$ cat src/rtl/uart_tx_stream.sv
// UART transmitter with a valid/ready input: start bit, LSB-first data, optional parity, 1 or 2 stop bits.
// Optional parity bit is compiled in with `define UART_TX_PARITY_EN (PARITY_ODD selects odd/even).
module uart_tx_stream #(
  parameter int CLKS_PER_BIT = 1085,
  parameter int DATA_WIDTH   = 8,
  parameter int STOP_BITS    = 1,
  parameter int PARITY_ODD   = 0
) (
  input  logic                  sysclk,
  input  logic                  rst,
  input  logic                  i_valid,
  input  logic [DATA_WIDTH-1:0] i_data,
  output logic                  o_ready,
  output logic                  o_tx_serial,
  output logic                  o_busy,
  output logic                  o_done,
  output logic [2:0]            dbg_state
);

  localparam int CW    = $clog2(CLKS_PER_BIT);
  localparam int IW    = $clog2(DATA_WIDTH) + 1;
  localparam int STOPS = (STOP_BITS == 2) ? 2 : 1;

  localparam logic [CW-1:0] CNT_LAST  = CW'(CLKS_PER_BIT - 1);
  localparam logic [IW-1:0] BIT_LAST  = IW'(DATA_WIDTH - 1);
  localparam logic          STOP_LAST = 1'(STOPS - 1);

  if (CLKS_PER_BIT < 2 || CLKS_PER_BIT > 65535) begin : g_bad_cpb
    $error("CLKS_PER_BIT out of range");
  end
  if (DATA_WIDTH < 5 || DATA_WIDTH > 9) begin : g_bad_dw
    $error("DATA_WIDTH out of range");
  end
  if (PARITY_ODD != 0 && PARITY_ODD != 1) begin : g_bad_par
    $error("PARITY_ODD must be 0 or 1");
  end

  typedef enum logic [2:0] {
    IDLE   = 3'd0,
    START  = 3'd1,
    DATA   = 3'd2,
`ifdef UART_TX_PARITY_EN
    PARITY = 3'd3,
`endif
    STOP   = 3'd4
  } state_t;

  state_t                  state;
  logic [CW-1:0]           cnt;
  logic [IW-1:0]           bit_idx;
  logic [DATA_WIDTH-1:0]   shift;
  logic                    stop_cnt;
`ifdef UART_TX_PARITY_EN
  logic                    parity;
`endif

  // Handshake: a word moves on any rising edge where i_valid && o_ready;
  // o_ready is a pure decode of IDLE, so upstream may hold i_valid high freely.
  assign o_ready   = (state == IDLE);
  assign o_busy    = !o_ready;
  assign dbg_state = state;

  always_ff @(posedge sysclk) begin
    if (rst) begin
      state       <= IDLE;
      o_tx_serial <= 1'b1;
      o_done      <= 1'b0;
      cnt         <= '0;
      bit_idx     <= '0;
      shift       <= '0;
      stop_cnt    <= 1'b0;
`ifdef UART_TX_PARITY_EN
      parity      <= 1'b0;
`endif
    end else begin
      o_done <= 1'b0;
      case (state)
        IDLE: begin
          o_tx_serial <= 1'b1;
          cnt         <= '0;
          if (i_valid) begin
            shift       <= i_data;
`ifdef UART_TX_PARITY_EN
            parity      <= ^i_data;
`endif
            o_tx_serial <= 1'b0;
            state       <= START;
          end
        end
        START: begin
          if (cnt == CNT_LAST) begin
            cnt         <= '0;
            bit_idx     <= '0;
            o_tx_serial <= shift[0];
            state       <= DATA;
          end else begin
            cnt <= cnt + 1'b1;
          end
        end
        DATA: begin
          if (cnt == CNT_LAST) begin
            cnt     <= '0;
            shift   <= {1'b0, shift[DATA_WIDTH-1:1]};
            bit_idx <= bit_idx + 1'b1;
            if (bit_idx == BIT_LAST) begin
`ifdef UART_TX_PARITY_EN
              o_tx_serial <= parity ^ (PARITY_ODD != 0);
              state       <= PARITY;
`else
              o_tx_serial <= 1'b1;
              stop_cnt    <= 1'b0;
              state       <= STOP;
`endif
            end else begin
              o_tx_serial <= shift[1];
            end
          end else begin
            cnt <= cnt + 1'b1;
          end
        end
`ifdef UART_TX_PARITY_EN
        PARITY: begin
          if (cnt == CNT_LAST) begin
            cnt         <= '0;
            o_tx_serial <= 1'b1;
            stop_cnt    <= 1'b0;
            state       <= STOP;
          end else begin
            cnt <= cnt + 1'b1;
          end
        end
`endif
        STOP: begin
          o_tx_serial <= 1'b1;
          if (cnt == CNT_LAST) begin
            cnt <= '0;
            if (stop_cnt == STOP_LAST) begin
              stop_cnt <= 1'b0;
              o_done   <= 1'b1;
              state    <= IDLE;
            end else begin
              stop_cnt <= stop_cnt + 1'b1;
            end
          end else begin
            cnt <= cnt + 1'b1;
          end
        end
        default: begin
          o_tx_serial <= 1'b1;
          cnt         <= '0;
          stop_cnt    <= 1'b0;
          state       <= IDLE;
        end
      endcase
    end
  end

endmodule

$ cat config.mk
export PLATFORM = sky130hd
export DESIGN_NAME = uart_tx_stream
export DESIGN_NICKNAME = d
export VERILOG_FILES = /design/src/rtl/uart_tx_stream.sv
export SDC_FILE = /design/constraint.sdc
export NUM_CORES = 1
export LEC_CHECK = 0
export BUFFER_PORTS_ARGS = -buffer_cell sky130_fd_sc_hd__buf_2
export CAP_MARGIN = 10
export CORE_ASPECT_RATIO = 1.75
export CORE_MARGIN = 8
export CORE_UTILIZATION = 55
export CTS_BUF_LIST = sky130_fd_sc_hd__clkbuf_2
export DETAILED_ROUTE_END_ITERATION = 6
export PLACE_DENSITY = 0.76
export SETUP_SLACK_MARGIN = 0.15
export SYNTH_ARGS = -nofsm -noshare
export SYNTH_HDL_FRONTEND = slang
export SYNTH_SLANG_ARGS = --single-unit
$ cat constraint.sdc
create_clock -name sysclk -period 2.2 [get_ports sysclk]
set_clock_uncertainty 0.1 [all_clocks]
set_input_delay 0.11 -clock sysclk [delete_from_list [all_inputs] [get_ports sysclk]]
set_output_delay 0.11 -clock sysclk [all_outputs]
set_load 0.05 [all_outputs]
==> impl_metrics.ini, run 1 <==
[clocking]
clkSlewWorstSetupHoldPaths_ns = 0.24
insertion_delay_ns = 0.36
cts_max_path_buffers = 2
cts_max_level = 1
cts_root_buf = sky130_fd_sc_hd__clkbuf_2
cts-buffers-inserted = 3
sinks_on_the_clock_net = 28
cts_tree = built

[hold_path]
min_path_cells = 1
holdCritStartpoint = cnt[0]$_SDFF_PP0_
min-delay-path-class = reg -> reg
worstHoldEndpoint = cnt[0]$_SDFF_PP0_

[pwr]
finalPower_mw = 1.27
vdd_drop_max_mv = 0.585
power-per-cell-area_nw_per_um2 = 785
p_leak_nw = 0.612

[worst_setup_path]
startpoint_type = flip-flop
r2r.worst_path.cells = 7
reg2reg_from = cnt[0]$_SDFF_PP0_
critical_path_peak_fanout = 12
endpoint_kind = flip-flop
rrSetupSlack_ns = 0.25
worstSetupPathType = reg -> reg
worstReg2RegEnd = dbg_state[2]$_SDFFE_PP0P_
worstPathRequired_ns = 2.41
critPathArrivalTime_ns = 2.17

[sta]
final.setup.tns_ns = 0
finalHoldViolCount = 0
report.final.slew_viol_count = 0
worst_slew_margin_rel_pct = 71.3
min_period_over_period_pct = 88.8
grt_setup_unrepaired = true
timing_worst_slew_pin_value_ns = 0.425
fin_crit_ns = 1.95
setup_violations = 0
fmaxAchievable_mhz = 512

[placement]
port_buffers = 17
dp.final_hpwl_um = 2070
gp_routability_congestion = 0.782
placed_area_um2 = 1490

[layout]
antenna_diode_count = 0
n_fill_cell = 209
post-route-cell-area_um2 = 1620
area_growth_from_synthesis_to_layout_pct = 17.1
final_core_util_pct = 66.7
finalNetCount = 193
final_layout_size_suffix_gt1_share_pct = 18.5

[routing]
ant_nets = 0
via_count = 1157
detail_route.iter0.violations = 31
routed_wire_per_std_cell_um = 15.0
first_pass_iters = 4
drcViolationCount = 0
vias_per_cell = 5.67
drt_wirelength_um = 3050

[yosys]
synth.net_count = 167
syn-cell-area_um2 = 1390
register_bit_count_reported_by_yosys = 28
yosys_most_used_dff = sky130_fd_sc_hd__dfxtp_1
synthesis.area_per_instance_um2 = 9.06
synth_enable_flop_cells = 0
synth.area.top_cells = sky130_fd_sc_hd__dfxtp_1 (40%), sky130_fd_sc_hd__mux2i_1 (7.2%), sky130_fd_sc_hd__nor2_1 (5.4%)
synth.top_cell.area_share_pct = 40.4
asyncSetResetFlopFracSynth_pct = 0
yosys.cell_types.count = 38
ys_seq_area_share_pct = 40.4
post-synth-top-area-cell = sky130_fd_sc_hd__dfxtp_1
yosysWarnings = 0
syn-instance-count = 153

[floorplanning]
die_height_um = 82.4
design.die.area_um2 = 4450
floorplan.rows = 24
design.portCount = 18
initial_core_util_pct = 57.0
die_w_um = 54.0
core_um2 = 2430

[grt]
gr-usage-all-layers_pct = 15.1
grt_start_max_net_pins = 22
global_route.overflow_total = 0
initial_antenna_violation_count = 0
grt_first_pass_wirelength_um = 5230
grt_pass1_vias = 1199

[run]
maxCapViolations = 0

[outcome]
outcome = completed
==> worst max path at each step <==
| stage | slack (ns) | startpoint | endpoint | cells past startpoint |
|---|---|---|---|---|
| floorplan | 0.12 | dbg_state[1]$_SDFFE_PP0P_ | dbg_state[1]$_SDFFE_PP0P_ | 5 |
| global placement | 0.27 | cnt[0]$_SDFF_PP0_ | dbg_state[2]$_SDFFE_PP0P_ | 6 |
| detailed placement | 0.16 | cnt[0]$_SDFF_PP0_ | dbg_state[2]$_SDFFE_PP0P_ | 6 |
| CTS | 0.23 | cnt[0]$_SDFF_PP0_ | dbg_state[2]$_SDFFE_PP0P_ | 7 |
| global route | 0.14 | cnt[1]$_SDFF_PP0_ | dbg_state[2]$_SDFFE_PP0P_ | 7 |
| finish | 0.25 | cnt[0]$_SDFF_PP0_ | dbg_state[2]$_SDFFE_PP0P_ | 7 |
==> metal layers <==
metal / part of all wire [%] / global-route usage, %
met5: 0 / 0
met4: 2.6 / 7.87
met3: 3.8 / 2.69
met2: 54 / 26.6
met1: 40 / 16.3
==> layout by cell type, fill, tap and decap left out, types with 2 or more instances in the layout <==
| cell type | instances |
|---|---|
| sky130_fd_sc_hd__nand2_1 | 2 |
| sky130_fd_sc_hd__dfxtp_1 | 24 |
| sky130_fd_sc_hd__nand2b_1 | 5 |
| sky130_fd_sc_hd__dfxtp_2 | 2 |
| sky130_fd_sc_hd__nor2_1 | 20 |
| sky130_fd_sc_hd__dlygate4sd3_1 | 10 |
| sky130_fd_sc_hd__buf_2 | 17 |
| sky130_fd_sc_hd__a31oi_1 | 2 |
| sky130_fd_sc_hd__buf_4 | 4 |
| sky130_fd_sc_hd__clkbuf_2 | 3 |
| sky130_fd_sc_hd__mux2i_1 | 10 |
| sky130_fd_sc_hd__or4_1 | 2 |
| sky130_fd_sc_hd__inv_1 | 8 |
| sky130_fd_sc_hd__nand4_1 | 4 |
| sky130_fd_sc_hd__o21ai_0 | 4 |
| sky130_fd_sc_hd__xnor2_1 | 3 |
| sky130_fd_sc_hd__and3_1 | 2 |
| sky130_fd_sc_hd__a211oi_1 | 7 |
| sky130_fd_sc_hd__nand3_1 | 6 |
| sky130_fd_sc_hd__dfxtp_4 | 2 |
| sky130_fd_sc_hd__nor3b_1 | 2 |
| sky130_fd_sc_hd__nand3b_1 | 3 |
| sky130_fd_sc_hd__xor2_1 | 8 |
| sky130_fd_sc_hd__or3_1 | 3 |
| sky130_fd_sc_hd__ha_1 | 3 |
| sky130_fd_sc_hd__a21oi_1 | 5 |
==> stage by stage <==
| stage | worst slack [ns] | hold WS [ns] | instances |
|---|---|---|---|
| CTS | 0.225 | 0.420 | 204 |
| floorplan | 0.117 | 0.184 | 153 |
| global placement | 0.265 | 0.330 | 189 |
| detailed placement | 0.155 | 0.349 | 189 |
| finish | 0.246 | 0.401 | 204 |
| global route | 0.138 | 0.425 | 204 |
==> final cells by class <==
| class | instances | area (um2) | share of cell area, % |
|---|---|---|---|
| flip-flops and latches | 28 | 571 | 35.2 |
| repair buffers | 31 | 215 | 13.3 |
| inverters | 9 | 37.5 | 2.31 |
| clock inverters | 1 | 3.75 | 0.231 |
| clock buffers | 3 | 15.0 | 0.925 |
| multi-input cells | 106 | 748 | 46.1 |
| well taps | 26 | 32.5 | 2.00 |
==> worst max-delay path: stages (launching register included) <==
cell,delay [ns]
sky130_fd_sc_hd__dfxtp_2,0.41
sky130_fd_sc_hd__inv_1,0.08
sky130_fd_sc_hd__ha_1,0.14
sky130_fd_sc_hd__nor4b_4,0.27
sky130_fd_sc_hd__nand3_4,0.17
sky130_fd_sc_hd__a222oi_1,0.36
sky130_fd_sc_hd__buf_4,0.19
sky130_fd_sc_hd__mux2i_1,0.18
==> cells in the mapped netlist, types with 3 or more instances <==
cell type                  count
sky130_fd_sc_hd__buf_2         4
sky130_fd_sc_hd__clkbuf_1      3
sky130_fd_sc_hd__inv_1         9
sky130_fd_sc_hd__nand3b_1      3
sky130_fd_sc_hd__dfxtp_1      28
sky130_fd_sc_hd__a211oi_1      7
sky130_fd_sc_hd__o21ai_0       4
sky130_fd_sc_hd__nand2b_1      5
sky130_fd_sc_hd__xor2_1        8
sky130_fd_sc_hd__a21oi_1       5
sky130_fd_sc_hd__ha_1          3
sky130_fd_sc_hd__mux2i_1      10
sky130_fd_sc_hd__xnor2_1       3
sky130_fd_sc_hd__nor2_1       20
sky130_fd_sc_hd__or3_1         4
sky130_fd_sc_hd__nand3_1       6
sky130_fd_sc_hd__nand4_1       4
==> sequential cells by signal (all words and copies together), names as in the netlist <==
name,flops
cnt,11
bit_idx,4
o_done,1
shift,8
dbg_state,3
o_tx_serial,1
==> logic make-up (layout without fill, tap and decap cells) <==
family	after synthesis	in the layout	share of synthesized area, %
mux	10	10	7.22
xor+xnor	11	11	6.95
compound gates	25	25	12.5
buf+inv	19	44	6.59
simple gates	57	57	23.6
fa+ha+maj	3	3	2.71
flops	28	28	40.4
==> power by group <==
| group | switching [mW] | internal (mW) | total (mW) |
|---|---|---|---|
| sequential | 0.0535 | 0.560 | 0.613 |
| clock | 0.146 | 0.0395 | 0.185 |
| combinational | 0.295 | 0.181 | 0.476 |
==> timing repair <==
action                                  4_1_cts  5_1_grt
pin swaps                                     1        0
hold endpoints to repair                      9        0
gates resized for setup                       0        3
setup buffers                                 1        0
endpoints found under the setup margin        1        5
hold buffers                                 10        0
(Power assumes the default switching activity.)
==> inputs of run 2 (changes only) <==
Settings changed: CORE_UTILIZATION 55 to 32, PLACE_DENSITY 0.76 to not set.
Clock period 2.2 ns to 2.25 ns, I/O delays scaled along.
==> run 2 against run 1 <==
  * Hold slack better by 0.018 ns
  * First-iteration DRC count is 39% lower
  * Power is 6.7% higher
  * Cell count is 11% higher
  * Maximum frequency is 0.91% higher
  * Die area is 52% higher
  * Highest routed layer unchanged
==> impl_metrics.ini, run 2 (synthesis gave the netlist of run 1 again) <==
[floorplanning]
initial_core_util_pct = 33.4
design.die.area_um2 = 6780
design.portCount = 18
floorplan.rows = 31
die_w_um = 65.8
die_height_um = 103
core_um2 = 4150

[clocking]
cts_max_path_buffers = 2
cts_root_buf = sky130_fd_sc_hd__clkbuf_2
cts_tree = built
cts-buffers-inserted = 3
sinks_on_the_clock_net = 28
post_cts_resized = 0
clkSlewWorstSetupHoldPaths_ns = 0.27
cts_max_level = 1
insertion_delay_ns = 0.37

[worst_setup_path]
slowest_delay_ns = 0.41
critical_path.cell_chain = inv_1 -> ha_1 -> nor4b_4 -> nand3_2 -> a222oi_1 -> buf_4 -> mux2i_1
worstPathRequired_ns = 2.48
r2r.worst_path.cells = 7
worstReg2RegEnd = dbg_state[2]$_SDFFE_PP0P_
critPathArrivalTime_ns = 2.16
reg2reg_from = cnt[0]$_SDFF_PP0_
rrSetupSlack_ns = 0.31
worstSetupPathType = reg -> reg
critical_path_peak_fanout = 12
crit_path_top_delay_cell = sky130_fd_sc_hd__dfxtp_1
cp_num_buf_inv = 2
startpoint_type = flip-flop
first_element_of_the_critical_path = cnt[0]$_SDFF_PP0_
endpoint_kind = flip-flop
critical-path-top-delay-family = simple AND/OR/NAND/NOR gates

[sta]
finalHoldViolCount = 0
fmaxAchievable_mhz = 517
finalWorstSetupSlack_ns = 0.314
final.setup.tns_ns = 0
timing_worst_slew_pin_value_ns = 0.491
setup_violations = 0
min_period_over_period_pct = 86.0
report.final.slew_viol_count = 0
grt_setup_unrepaired = false
fin_crit_ns = 1.94
worst_slew_margin_rel_pct = 66.8

[routing]
detail_route.iter0.violations = 19
routed_wire_per_std_cell_um = 13.1
via_count = 1121
vias_per_cell = 4.94
first_pass_iters = 4
drt_wirelength_um = 2970
drcViolationCount = 0
ant_nets = 0

[grt]
grt_first_pass_wirelength_um = 5150
gr-usage-all-layers_pct = 9.54
initial_antenna_violation_count = 0
grt_pass1_vias = 1177
grt_start_max_net_pins = 22
global_route.overflow_total = 0

[hold_path]
min-delay-path-class = reg -> reg
min_path_cells = 2
holdCritStartpoint = shift[0]$_SDFFE_PP0P_
worstHoldEndpoint = shift[0]$_SDFFE_PP0P_

[layout]
antenna_diode_count = 0
layout_commonest_cell = sky130_fd_sc_hd__dfxtp_1
largest_registers = cnt: 11 flops, shift: 8 flops, bit_idx: 4 flops
finalNetCount = 193
largest_reg_flops = 11
area_growth_from_synthesis_to_layout_pct = 20.3
final_layout_size_suffix_gt1_share_pct = 18.0
mostFrequentLayoutCells = sky130_fd_sc_hd__dfxtp_1 (25), sky130_fd_sc_hd__nor2_1 (20), sky130_fd_sc_hd__buf_2 (17), sky130_fd_sc_hd__mux2i_1 (10), sky130_fd_sc_hd__dlygate4sd3_1 (10)
top_register = cnt

[pwr]
power.internal_mw = 0.875
vdd_drop_max_mv = 0.393
switching_power_mw = 0.485
power-per-cell-area_nw_per_um2 = 815
comb_power_share_pct = 33.2
p_leak_nw = 0.625
p_sw_share_pct = 35.6
p_seq_share_pct = 44.1
power.share.clock_pct = 22.7

[outcome]
outcome = completed

[placement]
placement_stage_worst_setup_slack_ns = 0.209
port_buffers = 17
gp_routability_congestion = 0.787
dp.final_hpwl_um = 2160

[run]
maxCapViolations = 0
==> run 2: cell types whose count changed in the layout (fill, tap and decap cells not counted), sizes merged <==
cell and delta:
bufinv +1, clkinv -1
==> run 2: layout make-up <==
type | instances | area, um2
sequential | 28 | 569
clock buffer | 3 | 15.0
fill | 427 | 2480
tap | 49 | 61.3
clock inverter | 1 | 30.0
timing repair buffer | 31 | 215
multi-input combinational | 106 | 739
inverter | 9 | 37.5
==> run 2: worst register-to-register path: cells and delay by family (launching register included) <==
kind                     cells  cell delay (ns)
multiplexers                 1             0.18
buffers and inverters        2             0.28
adder cells (fa/ha/maj)      1             0.14
AO/OA/AOI/OAI                1             0.36
AND/OR/NAND/NOR              2             0.43
flip-flops                   1             0.41
==> run 2: stage by stage <==
stage                     std cells  total power, mW  cell area [um2]  hold WS (ns)  utilization [%]
after floorplan                 153            0.956             1410         0.186                -
after global placement          212             1.04             1520         0.351             36.5
after detailed placement        212             1.04             1520         0.352             36.5
after CTS                       226             1.37             1660         0.420             40.0
after global routing            227             1.44             1670         0.425             40.2
final                           227             1.36             1670         0.419             40.2
==> run 2: repair_timing <==
item | in CTS | in global routing
hold buffers | 10 | 0
setup endpoints to repair | 0 | 3
hold endpoints to repair | 11 | 0
buffers inserted | 0 | 1
==> run 2: worst max path at each step <==
stage	endpoint	slack [ns]	depth (start not counted)
floorplan	dbg_state[1]$_SDFFE_PP0P_	0.15	5
detailed placement	dbg_state[2]$_SDFFE_PP0P_	0.21	6
global route	dbg_state[2]$_SDFFE_PP0P_	0.12	7
CTS	dbg_state[2]$_SDFFE_PP0P_	0.16	6
global placement	dbg_state[1]$_SDFFE_PP0P_	0.27	6
finish	dbg_state[2]$_SDFFE_PP0P_	0.31	7
==> run 2: power groups by stage <==
stage | sequential [mW] | combinational [mW] | clock (mW)
global placement | 0.610 | 0.427 | 0
floorplan | 0.634 | 0.321 | 0
detailed placement | 0.610 | 0.429 | 0
global route | 0.611 | 0.490 | 0.342
CTS | 0.601 | 0.444 | 0.324
finish | 0.600 | 0.451 | 0.309
==> run 2: layer usage <==
layer	share of wire, %	global-route usage, %	vias to the layer above
li1	-	-	592
met1	39	8.99	503
met2	55	18.4	20
met3	3.3	2.07	6
met4	2.3	4.73	0
met5	0	0	-
==> inputs of run 3 (changes only) <==
Settings changed: MAX_ROUTING_LAYER set to met4, PLACE_DENSITY set to 0.52.
==> run 3 against run 2 <==
  * Highest routed layer unchanged
  * Sequential cell count stayed put
  * Non-clock buffer count grew 1
  * Hold slack worse by 0.025 ns
  * Via count up 3.0%
  * Critical path depth unchanged
  * Cell area decreased by 0.60%
  * Register-to-register slack improved by 0.04 ns
  * Clock power shrank 40%
  * Die area did not move
  * Sequential power barely moved
  * Largest power group unchanged
  * Combinational power grew 2%
  * Setup slack improved by 0.038 ns
==> impl_metrics.ini, run 3 (synthesis gave the netlist of run 1 again) <==
[outcome]
outcome = completed

[floorplanning]
design.die.area_um2 = 6780
die_w_um = 65.8
die_height_um = 103
floorplan.rows = 31
core_um2 = 4150
design.portCount = 18
initial_core_util_pct = 33.4

[placement]
port_buffers = 17
gp_routability_congestion = 0.768
dp.final_hpwl_um = 2230

[worst_setup_path]
reg2reg_from = cnt[1]$_SDFF_PP0_
rrSetupSlack_ns = 0.35
endpoint_kind = flip-flop
first_element_of_the_critical_path = cnt[1]$_SDFF_PP0_
critical_path_peak_fanout = 12
r2r.worst_path.cells = 7
startpoint_type = flip-flop
worstSetupPathType = reg -> reg
worstPathRequired_ns = 2.46
crit_path_to = dbg_state[2]$_SDFFE_PP0P_
critPathArrivalTime_ns = 2.11
worstReg2RegEnd = dbg_state[2]$_SDFFE_PP0P_

[clocking]
cts_max_path_buffers = 2
clkSlewWorstSetupHoldPaths_ns = 0.26
insertion_delay_ns = 0.36
cts_max_level = 1
cts-buffers-inserted = 3
cts_tree = built
cts_root_buf = sky130_fd_sc_hd__clkbuf_2
sinks_on_the_clock_net = 28

[layout]
layout_commonest_cell = sky130_fd_sc_hd__dfxtp_1
top_register = cnt
area_growth_from_synthesis_to_layout_pct = 19.6
antenna_diode_count = 0
largest_reg_flops = 11
final_layout_size_suffix_gt1_share_pct = 18.4
mostFrequentLayoutCells = sky130_fd_sc_hd__dfxtp_1 (24), sky130_fd_sc_hd__nor2_1 (20), sky130_fd_sc_hd__buf_2 (17), sky130_fd_sc_hd__mux2i_1 (10), sky130_fd_sc_hd__dlygate4sd3_1 (10)
finalNetCount = 194
final_core_util_pct = 39.9
largest_registers = cnt: 11 flops, shift: 8 flops, bit_idx: 4 flops

[routing]
drcViolationCount = 0
drt_wirelength_um = 2940
via_count = 1155
vias_per_cell = 5.07
first_pass_iters = 4
detail_route.iter0.violations = 22
routed_wire_per_std_cell_um = 12.9
ant_nets = 0

[hold_path]
min-delay-path-class = reg -> reg

[pwr]
power-per-cell-area_nw_per_um2 = 753
finalPower_mw = 1.25
vdd_drop_max_mv = 0.414
p_leak_nw = 0.618

[sta]
report.final.slew_viol_count = 0
timing_worst_slew_pin_value_ns = 0.504
fmaxAchievable_mhz = 527
finalHoldViolCount = 0
worst_slew_margin_rel_pct = 65.9
fin_crit_ns = 1.90
setup_violations = 0
grt_setup_unrepaired = false
min_period_over_period_pct = 84.3
final.setup.tns_ns = 0

[grt]
grt_first_pass_wirelength_um = 5070
grtUsageMet3_pct = 1.74
grt_pass1_vias = 1232
grt_util_met1_pct = 8.55
initial_antenna_violation_count = 0
grt_start_max_net_pins = 22
most_heavily_used_metal_layer_in_global_routing = met2
gr-usage-all-layers_pct = 9.58
global_route.overflow_total = 0
globalRouteMet2Util_pct = 18.3

[run]
maxCapViolations = 0
-- run 3: repair_timing --
action                                  in CTS  in global routing
gates resized for setup                      0                  2
endpoints found under the hold margin        9                  0
hold buffers                                10                  0
endpoints found under the setup margin       1                  2
pin swaps                                    1                  0
setup buffers                                1                  0
-- run 3: area by class of cell --
| cell class | count | area (um2) |
|---|---|---|
| clock buffers | 3 | 15.0 |
| clock inverters | 1 | 3.75 |
| fillers | 409 | 2490 |
| inverters | 9 | 37.5 |
| multi-input cells | 106 | 747 |
| flip-flops and latches | 28 | 571 |
| well taps | 49 | 61.3 |
| repair buffers | 32 | 223 |
-- run 3: worst min-delay path by stage --
stage                            startpoint                        end  slack (ns)  cells past startpoint
detailed placement                  i_valid  dbg_state[0]$_SDFFE_PP0P_        0.35                      3
floorplan                           i_valid  dbg_state[0]$_SDFFE_PP0P_        0.19                      2
global route              cnt[0]$_SDFF_PP0_          cnt[0]$_SDFF_PP0_        0.42                      1
CTS                 bit_idx[3]$_SDFFE_PP0P_    bit_idx[3]$_SDFFE_PP0P_        0.41                      2
finish                    cnt[0]$_SDFF_PP0_          cnt[0]$_SDFF_PP0_        0.39                      1
global placement                    i_valid  dbg_state[0]$_SDFFE_PP0P_        0.35                      3
-- run 3: report_power, final --
group	total (mW)	leakage, nW	switching, mW	internal [mW]
Sequential	0.602	0.230	0.0545	0.547
Clock	0.184	0.0140	0.145	0.0386
Combinational	0.462	0.374	0.281	0.181
-- run 3: critical path, cell delays in order, from the launching register on --
cell                       delay (ns)
sky130_fd_sc_hd__dfxtp_1         0.41
sky130_fd_sc_hd__inv_1           0.09
sky130_fd_sc_hd__ha_1            0.14
sky130_fd_sc_hd__nor4b_4         0.27
sky130_fd_sc_hd__nand3_4         0.17
sky130_fd_sc_hd__a222oi_1        0.33
sky130_fd_sc_hd__buf_4           0.19
sky130_fd_sc_hd__mux2i_1         0.17
-- run 3: metal layers --
| layer | part of all wire, % | up-vias |
|---|---|---|
| li1 | - | 593 |
| met5 | 0 | - |
| met3 | 1.5 | 6 |
| met4 | 1.8 | 0 |
| met2 | 54 | 15 |
| met1 | 43 | 541 |
-- run 3: through the flow --
step | hold slack, ns | setup WS (ns) | cell area, um2 | std cells
floorplan | 0.186 | 0.151 | 1410 | 153
global placement | 0.346 | 0.288 | 1520 | 213
detailed placement | 0.351 | 0.179 | 1520 | 213
CTS | 0.410 | 0.261 | 1650 | 228
global route | 0.423 | 0.168 | 1660 | 228
finish | 0.394 | 0.353 | 1660 | 228
